## src/rtl/cnn_layer_sequencer.sv

```systemverilog
// Clocked CNN layer sequencer: runs one layer or the whole chain from a host command byte.
// Optional watchdog (ERR state) is built when CNN_SEQ_TIMEOUT_EN is defined.
module cnn_layer_sequencer #(
    parameter int NUM_LAYERS     = 6,
    parameter int NUM_MEMS       = 12,
    parameter int CTRL_W         = 8,
    parameter int TIMEOUT_CYCLES = 65535
) (
    input  logic                           clk,
    input  logic                           reset,
    input  logic [CTRL_W-1:0]              ctrl,
    input  logic [NUM_LAYERS*NUM_MEMS-1:0] cfg_mem_mask,
    input  logic [NUM_LAYERS-1:0]          cfg_is_pool,
    input  logic [2*NUM_LAYERS-1:0]        cfg_mac_layer,
    input  logic [NUM_MEMS-1:0]            mem_done,
    output logic [NUM_MEMS-1:0]            mem_reset,
    output logic [NUM_LAYERS-1:0]          layer_onehot,
    output logic                           mac_enable,
    output logic                           rmac,
    output logic                           pooling_layer,
    output logic [1:0]                     mac_layer,
    output logic [CTRL_W-1:0]              return_ctrl,
    output logic                           busy,
    output logic                           err
);
    typedef enum logic [2:0] {S_IDLE, S_ARM, S_RUN, S_DONE, S_ERR} state_t;

    localparam logic [CTRL_W-1:0] LAST = CTRL_W'(NUM_LAYERS);

    if (CTRL_W < 31 && ((1 << CTRL_W) - 1) <= NUM_LAYERS) begin : g_bad_ctrl_w
        $error("CTRL_W too narrow to encode NUM_LAYERS plus the chain command");
    end
    if (TIMEOUT_CYCLES < 1) begin : g_bad_timeout
        $error("TIMEOUT_CYCLES must be at least 1");
    end

    state_t                  state_q;
    logic [CTRL_W-1:0]       cur_q;
    logic [CTRL_W-1:0]       cmd_q;
    logic                    chain_q;
    logic [NUM_MEMS-1:0]     sticky_q;
    logic [NUM_MEMS-1:0]     sticky_d;
    logic [NUM_MEMS-1:0]     mem_reset_q;
    logic [NUM_LAYERS-1:0]   onehot_q;
    logic                    mac_enable_q;
    logic                    rmac_q;
    logic                    pool_q;
    logic [1:0]              mac_layer_q;
    logic [CTRL_W-1:0]       ret_q;
    logic                    busy_q;
    logic                    err_q;

    logic [NUM_MEMS-1:0]     cur_mask;
    logic                    cur_pool;
    logic [1:0]              cur_code;
    logic                    tmo_hit;
    logic                    cmd_single;
    logic                    cmd_chain;

    function automatic logic [NUM_LAYERS-1:0] onehot_of(input logic [CTRL_W-1:0] l);
        logic [NUM_LAYERS-1:0] oh;
        oh = '0;
        for (int k = 0; k < NUM_LAYERS; k++) begin
            if (l == CTRL_W'(k + 1)) oh[k] = 1'b1;
        end
        return oh;
    endfunction

    // Config of the layer currently selected by cur_q; slot k-1 belongs to layer k.
    always_comb begin
        cur_mask = '0;
        cur_pool = 1'b0;
        cur_code = '0;
        for (int k = 0; k < NUM_LAYERS; k++) begin
            if (cur_q == CTRL_W'(k + 1)) begin
                cur_mask = cfg_mem_mask[k*NUM_MEMS +: NUM_MEMS];
                cur_pool = cfg_is_pool[k];
                cur_code = cfg_mac_layer[2*k +: 2];
            end
        end
    end

    assign sticky_d   = sticky_q | (mem_done & cur_mask);
    assign cmd_single = (ctrl != '0) && (ctrl <= LAST);
    assign cmd_chain  = (ctrl == '1);

`ifdef CNN_SEQ_TIMEOUT_EN
    logic [31:0] tmo_q;

    always_ff @(posedge clk or posedge reset) begin
        if (reset) begin
            tmo_q <= '0;
        end else if (state_q == S_ARM) begin
            tmo_q <= '0;
        end else if (state_q == S_RUN) begin
            tmo_q <= tmo_q + 32'd1;
        end
    end

    assign tmo_hit = (tmo_q == 32'(TIMEOUT_CYCLES - 1));
`else
    assign tmo_hit = 1'b0;
`endif

    always_ff @(posedge clk or posedge reset) begin
        if (reset) begin
            state_q      <= S_IDLE;
            cur_q        <= '0;
            cmd_q        <= '0;
            chain_q      <= 1'b0;
            sticky_q     <= '0;
            mem_reset_q  <= '1;
            onehot_q     <= '0;
            mac_enable_q <= 1'b0;
            rmac_q       <= 1'b1;
            pool_q       <= 1'b0;
            mac_layer_q  <= '0;
            ret_q        <= '0;
            busy_q       <= 1'b0;
            err_q        <= 1'b0;
        end else begin
            // Safe output values; each state below overrides only what it drives.
            mem_reset_q  <= '1;
            mac_enable_q <= 1'b0;
            rmac_q       <= 1'b1;
            pool_q       <= 1'b0;
            mac_layer_q  <= '0;
            ret_q        <= '0;
            busy_q       <= 1'b0;
            err_q        <= 1'b0;
            if (ctrl == '0) begin
                state_q  <= S_IDLE;
                cur_q    <= '0;
                chain_q  <= 1'b0;
                sticky_q <= '0;
                onehot_q <= '0;
            end else begin
                case (state_q)
                    S_IDLE: begin
                        if (cmd_single || cmd_chain) begin
                            state_q  <= S_ARM;
                            cmd_q    <= ctrl;
                            cur_q    <= cmd_chain ? CTRL_W'(1) : ctrl;
                            chain_q  <= cmd_chain;
                            sticky_q <= '0;
                            onehot_q <= onehot_of(cmd_chain ? CTRL_W'(1) : ctrl);
                            busy_q   <= 1'b1;
                        end
                    end
                    S_ARM: begin
                        state_q      <= S_RUN;
                        sticky_q     <= '0;
                        mem_reset_q  <= ~cur_mask;
                        mac_enable_q <= ~cur_pool;
                        rmac_q       <= cur_pool;
                        pool_q       <= cur_pool;
                        mac_layer_q  <= cur_code;
                        busy_q       <= 1'b1;
                    end
                    S_RUN: begin
                        sticky_q <= sticky_d;
                        if (sticky_d == cur_mask) begin
                            state_q <= S_DONE;
                            ret_q   <= cur_q;
                            busy_q  <= chain_q && (cur_q != LAST);
                        end else if (tmo_hit) begin
                            state_q  <= S_ERR;
                            onehot_q <= '0;
                            err_q    <= 1'b1;
                        end else begin
                            mem_reset_q  <= ~cur_mask;
                            mac_enable_q <= ~cur_pool;
                            rmac_q       <= cur_pool;
                            pool_q       <= cur_pool;
                            mac_layer_q  <= cur_code;
                            busy_q       <= 1'b1;
                        end
                    end
                    S_DONE: begin
                        if (chain_q && (cur_q != LAST)) begin
                            state_q  <= S_ARM;
                            cur_q    <= cur_q + CTRL_W'(1);
                            sticky_q <= '0;
                            onehot_q <= onehot_of(cur_q + CTRL_W'(1));
                            busy_q   <= 1'b1;
                        end else if (ctrl != cmd_q) begin
                            state_q  <= S_IDLE;
                            cur_q    <= '0;
                            chain_q  <= 1'b0;
                            onehot_q <= '0;
                        end else begin
                            ret_q <= cur_q;
                        end
                    end
                    S_ERR: begin
                        err_q <= 1'b1;
                    end
                    default: begin
                        state_q  <= S_IDLE;
                        onehot_q <= '0;
                    end
                endcase
            end
        end
    end

    assign mem_reset     = mem_reset_q;
    assign layer_onehot  = onehot_q;
    assign mac_enable    = mac_enable_q;
    assign rmac          = rmac_q;
    assign pooling_layer = pool_q;
    assign mac_layer     = mac_layer_q;
    assign return_ctrl   = ret_q;
    assign busy          = busy_q;
    assign err           = err_q;
endmodule

```

## config.mk

```make
export PLATFORM = sky130hd
export DESIGN_NAME = cnn_layer_sequencer
export DESIGN_NICKNAME = d
export VERILOG_FILES = /design/src/rtl/cnn_layer_sequencer.sv
export SDC_FILE = /design/constraint.sdc
export NUM_CORES = 1
export LEC_CHECK = 0
export BUFFER_PORTS_ARGS = -buffer_cell sky130_fd_sc_hd__clkbuf_2
export CORE_MARGIN = 10
export CORE_UTILIZATION = 53
export CTS_CLUSTER_DIAMETER = 120
export DETAILED_ROUTE_END_ITERATION = 10
export PLACE_DENSITY = 0.82
export SLEW_MARGIN = 25
export SYNTH_ARGS = -nofsm -noshare
export SYNTH_HDL_FRONTEND = slang
export SYNTH_SLANG_ARGS = --single-unit
```

## constraint.sdc

```tcl
create_clock -name clk -period 3.65 [get_ports clk]
set_input_delay 0.73 -clock clk [delete_from_list [all_inputs] [get_ports clk]]
set_output_delay 0.73 -clock clk [all_outputs]
set_load 0.02 [all_outputs]
```

==> out/metrics.yaml, run 1 <==
antenna_cells: 0
use_met3_pct: 6.667
clock.fmax_mhz: 284.7
synthAdderAreaFrac_pct: 2.103
tightest_slew_ns: 0.6705
pwr-share-clk_pct: 12.4
grtUsageMet2_pct: 44.51
power.internal_uw: 2542
synth_mux_area_share_pct: 2.445
nets: 860
finalSetupViolCount: 0
synthTopCellsByCount: "nand2_1, nor2_1, o21ai_0"
synth-edff-count: 0
area_growth_syn_to_layout_pct: 21.56
synth_ff_type: "dfrtp_1"
core_sq_um: 8721
grt_max_degree: 52
leakagePower_uw: 0.002689
worstSetupPathType: "reg -> reg"
yosysWarnings: 0
syn_area_sq_um: 4760
clockRootBuffer: "clkbuf_8"
ys_ff_latch: 63
slowest_stage: "dfrtp_1"
p_sw_share_pct: 50.05
worst_clock_skew_ns: 0.01459
die_area_sq_um: 13170
syn_nets: 723
placed_cells: 837
cp_cell_sequence: "inv_1 -> ha_2 -> buf_4 -> buf_4 -> nor2b_1 -> a221oi_1 -> nor2_1 -> o21a_1 -> mux2i_1 -> and4_1 -> and3_1 -> a21oi_1 -> o31a_1"
hpwl_um: 14060
synth-simple-area-share_pct: 24.76
finalNonFillerCells: 853
portBuffers: 143
status: "completed"
synth.most_common_cell: "nand2_1"
whs_ns: 0.2944
rr_startpoint: "cur_q[1]"
globalplace.congestion: 0.9918
synth_top_cell_by_area: "dfrtp_1"
fillers: 765
ant_nets: 0
p_per_area_nw_per_um2: 879.5
top_usage_layer: "met2"
num_io_pins: 145
cp_common_cell: "buf_4"
grt_pass1_wl_um: 28030
yosysSeqAreaShare_pct: 33.46
overflow: 0
layout-drive-gt1-share_pct: 28.46
fin_crit_sh_pct: 96.22
crit_arrival_ns: 3.75
antenna_found_initial: 0
synth_top_family_by_area: "compound AO/OA/AOI/OAI gates"
finalHoldViolCount: 0
synth.area.top_cells: "dfrtp_1, dfstp_2, o21ai_0, a21oi_1, nand2_1"
synth_top_area_share_pct: 26.29
wl_per_cell_um: 20.97
synth.avg_cell_area_sq_um: 7.893
first_pass_iters: 7
initialDrtViolationCount: 465
layout_min_cycle_time_ns: 3.512
crit_path_max_incr_delay_ns: 0.44
routed_wl_um: 17880
crit_required_ns: 3.88
rsz0062_at_grt: "yes"
yosysUniqueCellTypes: 68
syn_inst: 603
startpoint_type: "register"
die_w_um: 114.8
irDropWorstVdd_mv: 0.4034
cts.clk_slew.worst_paths_ns: 0.08
async_flop_share_pct: 100.0
die_h_um: 114.8
cts_tree: "done"
seqPwrFrac_pct: 22.7
drv_cap: 0
use_met1_pct: 31.16
postCtsSetupRepairBufs: 0
cts_max_level: 3
cts_sinks: 63
power.switching_uw: 2547
cp_num_buf_inv: 3
critical_path.top_delay_family: "compound AO/OA/AOI/OAI gates"
grt_pass1_vias: 5460
hp-class: "in -> async"
drc_errors: 0
synth-xor-area-share_pct: 1.656
start_util_pct: 54.58
startpoint: "cur_q[1]"
synth_compound_area_share_pct: 28.92
vias_per_cell: 6.333
relSlewSlack_pct: 55.14
num_vias: 5402
end_kind: "register"
slew_viol_final: 0
critPathMaxFanout: 18
grt_use_total_pct: 26.21
row_count: 34
cts_buffer_depth: 2
power_frac_comb_pct: 64.9
cts_buffers: 9
clock_latency_ns: 0.35
==> state kept, by name (all words and copies together) (netlist names) <==
signal,count
pooling_layer,1
busy,1
return_ctrl,8
layer_onehot,6
sticky_q,12
rmac,1
mac_enable,1
state_q,2
chain_q,1
cmd_q,8
cur_q,8
mac_layer,2
mem_reset,12
==> path summary, 6_finish.rpt <==
kind	slack (ns)	depth (start not counted)	endpoint
max	0.14	13	busy
min	0.29	2	sticky_q[11]
max reg2reg	0.14	13	busy
min reg2reg	0.50	2	layer_onehot[4]
max in group asynchronous	2.41	3	sticky_q[0]
min in group clk	0.50	2	layer_onehot[4]
==> routing by layer <==
layer	vias up	wire, um
li1	2473	-
met1	2538	6846
met2	332	8628
met3	59	1735
met4	0	674
met5	-	0
==> placed cells by master (no fill, tap or decap), types with 10 or more instances in the layout <==
cell type / count
nand2_1: 63
nand3_1: 15
a21oi_1: 50
nor2_1: 57
buf_4: 23
and3_1: 14
o21ai_0: 57
nor2b_1: 19
inv_1: 25
dfstp_2: 13
a32o_1: 11
nor3_1: 14
dfrtp_1: 50
nand2b_1: 11
clkbuf_8: 10
clkbuf_2: 143
==> what timing repair did <==
action                     4_1_cts  5_1_grt
hold buffers                     0        0
gates resized for setup          0        1
setup endpoints to repair        0        9
==> kinds of logic after synthesis <==
family	count (synthesis)
other cells	1
buf+inv	68
xor+xnor	9
flops	63
compound gates	207
mux	11
fa+ha+maj	8
simple gates	236
==> power groups by stage <==
| stage | Clock [uW] | Sequential, uW | Combinational [uW] |
|---|---|---|---|
| 3_5_place_dp | 0 | 1160 | 3210 |
| 4_1_cts | 635 | 1150 | 3230 |
| 2_1_floorplan | 0 | 1230 | 2210 |
| 6_report | 631 | 1150 | 3300 |
| 5_1_grt | 663 | 1180 | 3590 |
| 3_3_place_gp | 0 | 1150 | 3180 |
==> layout make-up <==
class	instances	area, sq um	share of cell area (%)
Clock inverter	5	56.30	0.9732
Inverter	28	105.1	1.817
Multi-Input combinational cell	472	2867	49.55
Tap cell	108	135.1	2.336
Clock buffer	11	141.4	2.444
Timing Repair Buffer	166	888.4	15.35
Sequential cell	63	1593	27.53
==> metrics by stage <==
stage                     util [%]  worst slack (ns)   TNS, ns  total power [uW]  cell area, sq um
after floorplan                  -            0.8891         0              3440              4760
after global placement       63.99            0.2927         0              4325              5580
after detailed placement     63.99            0.2198         0              4376              5580
after CTS                    66.26            0.1751         0              5019              5778
after global routing         66.34          -0.03847  -0.07258              5433              5786
final                        66.34            0.1380         0              5089              5786
Note: power is estimated with default switching activity, not from simulation.
==> run 2: changes to the inputs <==
--- a/config.mk
+++ b/config.mk
@@ -7,10 +7,11 @@
 export LEC_CHECK = 0
 export BUFFER_PORTS_ARGS = -buffer_cell sky130_fd_sc_hd__clkbuf_2
 export CORE_MARGIN = 10
-export CORE_UTILIZATION = 53
+export CORE_UTILIZATION = 45
 export CTS_CLUSTER_DIAMETER = 120
 export DETAILED_ROUTE_END_ITERATION = 10
-export PLACE_DENSITY = 0.82
+export GPL_ROUTABILITY_DRIVEN = 0
+export PLACE_DENSITY = 0.71
 export SLEW_MARGIN = 25
 export SYNTH_ARGS = -nofsm -noshare
 export SYNTH_HDL_FRONTEND = slang
==> constraint.sdc (replaced) <==
create_clock -name clk -period 4.5 [get_ports clk]
set_input_delay 0.9 -clock clk [delete_from_list [all_inputs] [get_ports clk]]
set_output_delay 0.9 -clock clk [all_outputs]
set_load 0.02 [all_outputs]
==> out/metrics.yaml, run 2 (synthesis gave the netlist of run 1 again) <==
ant_nets: 0
drv_cap: 0
grt_pass1_vias: 5175
final_common_cell: "clkbuf_2"
layout_min_cycle_time_ns: 3.829
row_count: 37
cts_resized: 0
status: "completed"
cts_buffer_depth: 2
ff2ff_setup_slack_ns: 0.67
antenna_found_initial: 0
grt_max_degree: 60
grt_use_total_pct: 20.80
num_io_pins: 145
leakagePower_uw: 0.002609
core_sq_um: 10320
vias_per_cell: 6.006
clockRootBuffer: "clkbuf_8"
cts_sinks: 63
tightest_slew_ns: 0.7841
clock.fmax_mhz: 261.2
grt_pass1_wl_um: 25230
layout-drive-gt1-share_pct: 26.96
cts_tree: "done"
initialDrtViolationCount: 541
finalHoldViolCount: 0
crit_required_ns: 4.76
area_growth_syn_to_layout_pct: 19.79
start_util_pct: 46.10
r2r_end: "return_ctrl[7]"
fin_crit_sh_pct: 85.08
hold_path_depth: 2
first_pass_iters: 5
cts.clk_slew.worst_paths_ns: 0.08
wl_per_cell_um: 19.01
cts_buffers: 9
nets: 842
layout_common_cells: "clkbuf_2, nand2_1, nor2_1, o21ai_0"
die_area_sq_um: 15090
portBuffers: 143
routed_wl_um: 16400
relSlewSlack_pct: 47.65
worst_clock_skew_ns: 0.01198
worstSetupPathType: "reg -> reg"
end_kind: "register"
antenna_cells: 0
finalInstanceArea_sq_um: 5702
num_vias: 5183
cts_max_level: 3
finalSetupTns_ns: 0
hold_buffers: 0
hp-class: "reg -> reg"
clock_latency_ns: 0.35
overflow: 0
die_w_um: 122.8
p_per_area_nw_per_um2: 698.5
worstRegToRegCells: 11
hold_end: "layer_onehot[0]"
slew_viol_final: 0
die_h_um: 122.8
critPathMaxFanout: 38
rsz0062_at_grt: "no"
hold_start: "layer_onehot[0]"
irDropWorstVdd_mv: 0.2741
whs_ns: 0.4997
hpwl_um: 12750
drc_errors: 0
finalSetupViolCount: 0
crit_arrival_ns: 4.09
dpl-instance-area_sq_um: 5480
startpoint_type: "register"
rr_startpoint: "cur_q[1]"
postCtsSetupRepairBufs: 0
## run 2: power breakdown
part	total, uW	switching [uW]	internal [uW]
Clock	554	257	297
Sequential	933	138	794
Combinational	2500	1590	903
## run 2: per-stage QoR
| step | instances | util, % | total power, uW | worst slack, ns |
|---|---|---|---|---|
| after detailed placement | 847 | 53.08 | 3394 | 0.8165 |
| final | 863 | 55.23 | 3983 | 0.6712 |
| after floorplan | 603 | - | 2790 | 1.710 |
| after global placement | 847 | 53.08 | 3326 | 0.9619 |
| after global routing | 863 | 55.23 | 4280 | 0.4596 |
| after CTS | 863 | 55.21 | 3954 | 0.7819 |
## run 2: worst max path at each step
| stage | start | end | slack, ns | cells after the start |
|---|---|---|---|---|
| floorplan | cfg_mem_mask[54] | busy | 1.71 | 10 |
| global placement | cur_q[1] | busy | 0.96 | 11 |
| detailed placement | cur_q[1] | return_ctrl[7] | 0.82 | 11 |
| CTS | cur_q[1] | return_ctrl[7] | 0.78 | 11 |
| global route | cur_q[1] | return_ctrl[7] | 0.46 | 11 |
| finish | cur_q[1] | return_ctrl[7] | 0.67 | 11 |
## run 2: per-layer routing
metal / global-route usage, % / share of wire [%]
met5: 0 / 0
met3: 5.785 / 10
met2: 36.35 / 49
met1: 23.24 / 38
met4: 8.763 / 3.0
## run 2: cell type report
cell class	instances	area, sq um
clock inverters	6	70.07
flip-flops and latches	63	1593
clock buffers	10	148.9
repair buffers	148	753.2
fillers	1005	4622
multi-input cells	472	2861
well taps	136	170.2
inverters	28	105.1
## run 2: worst max-delay path, stage by stage (launching register included)
cell,delay [ns]
dfrtp_1,0.43
inv_1,0.11
ha_2,0.66
clkinv_1,0.49
mux2i_1,0.22
a32oi_1,0.20
nand4_1,0.12
a22o_1,0.27
nor4_2,0.37
and3_1,0.44
a31oi_4,0.19
nor2b_1,0.23
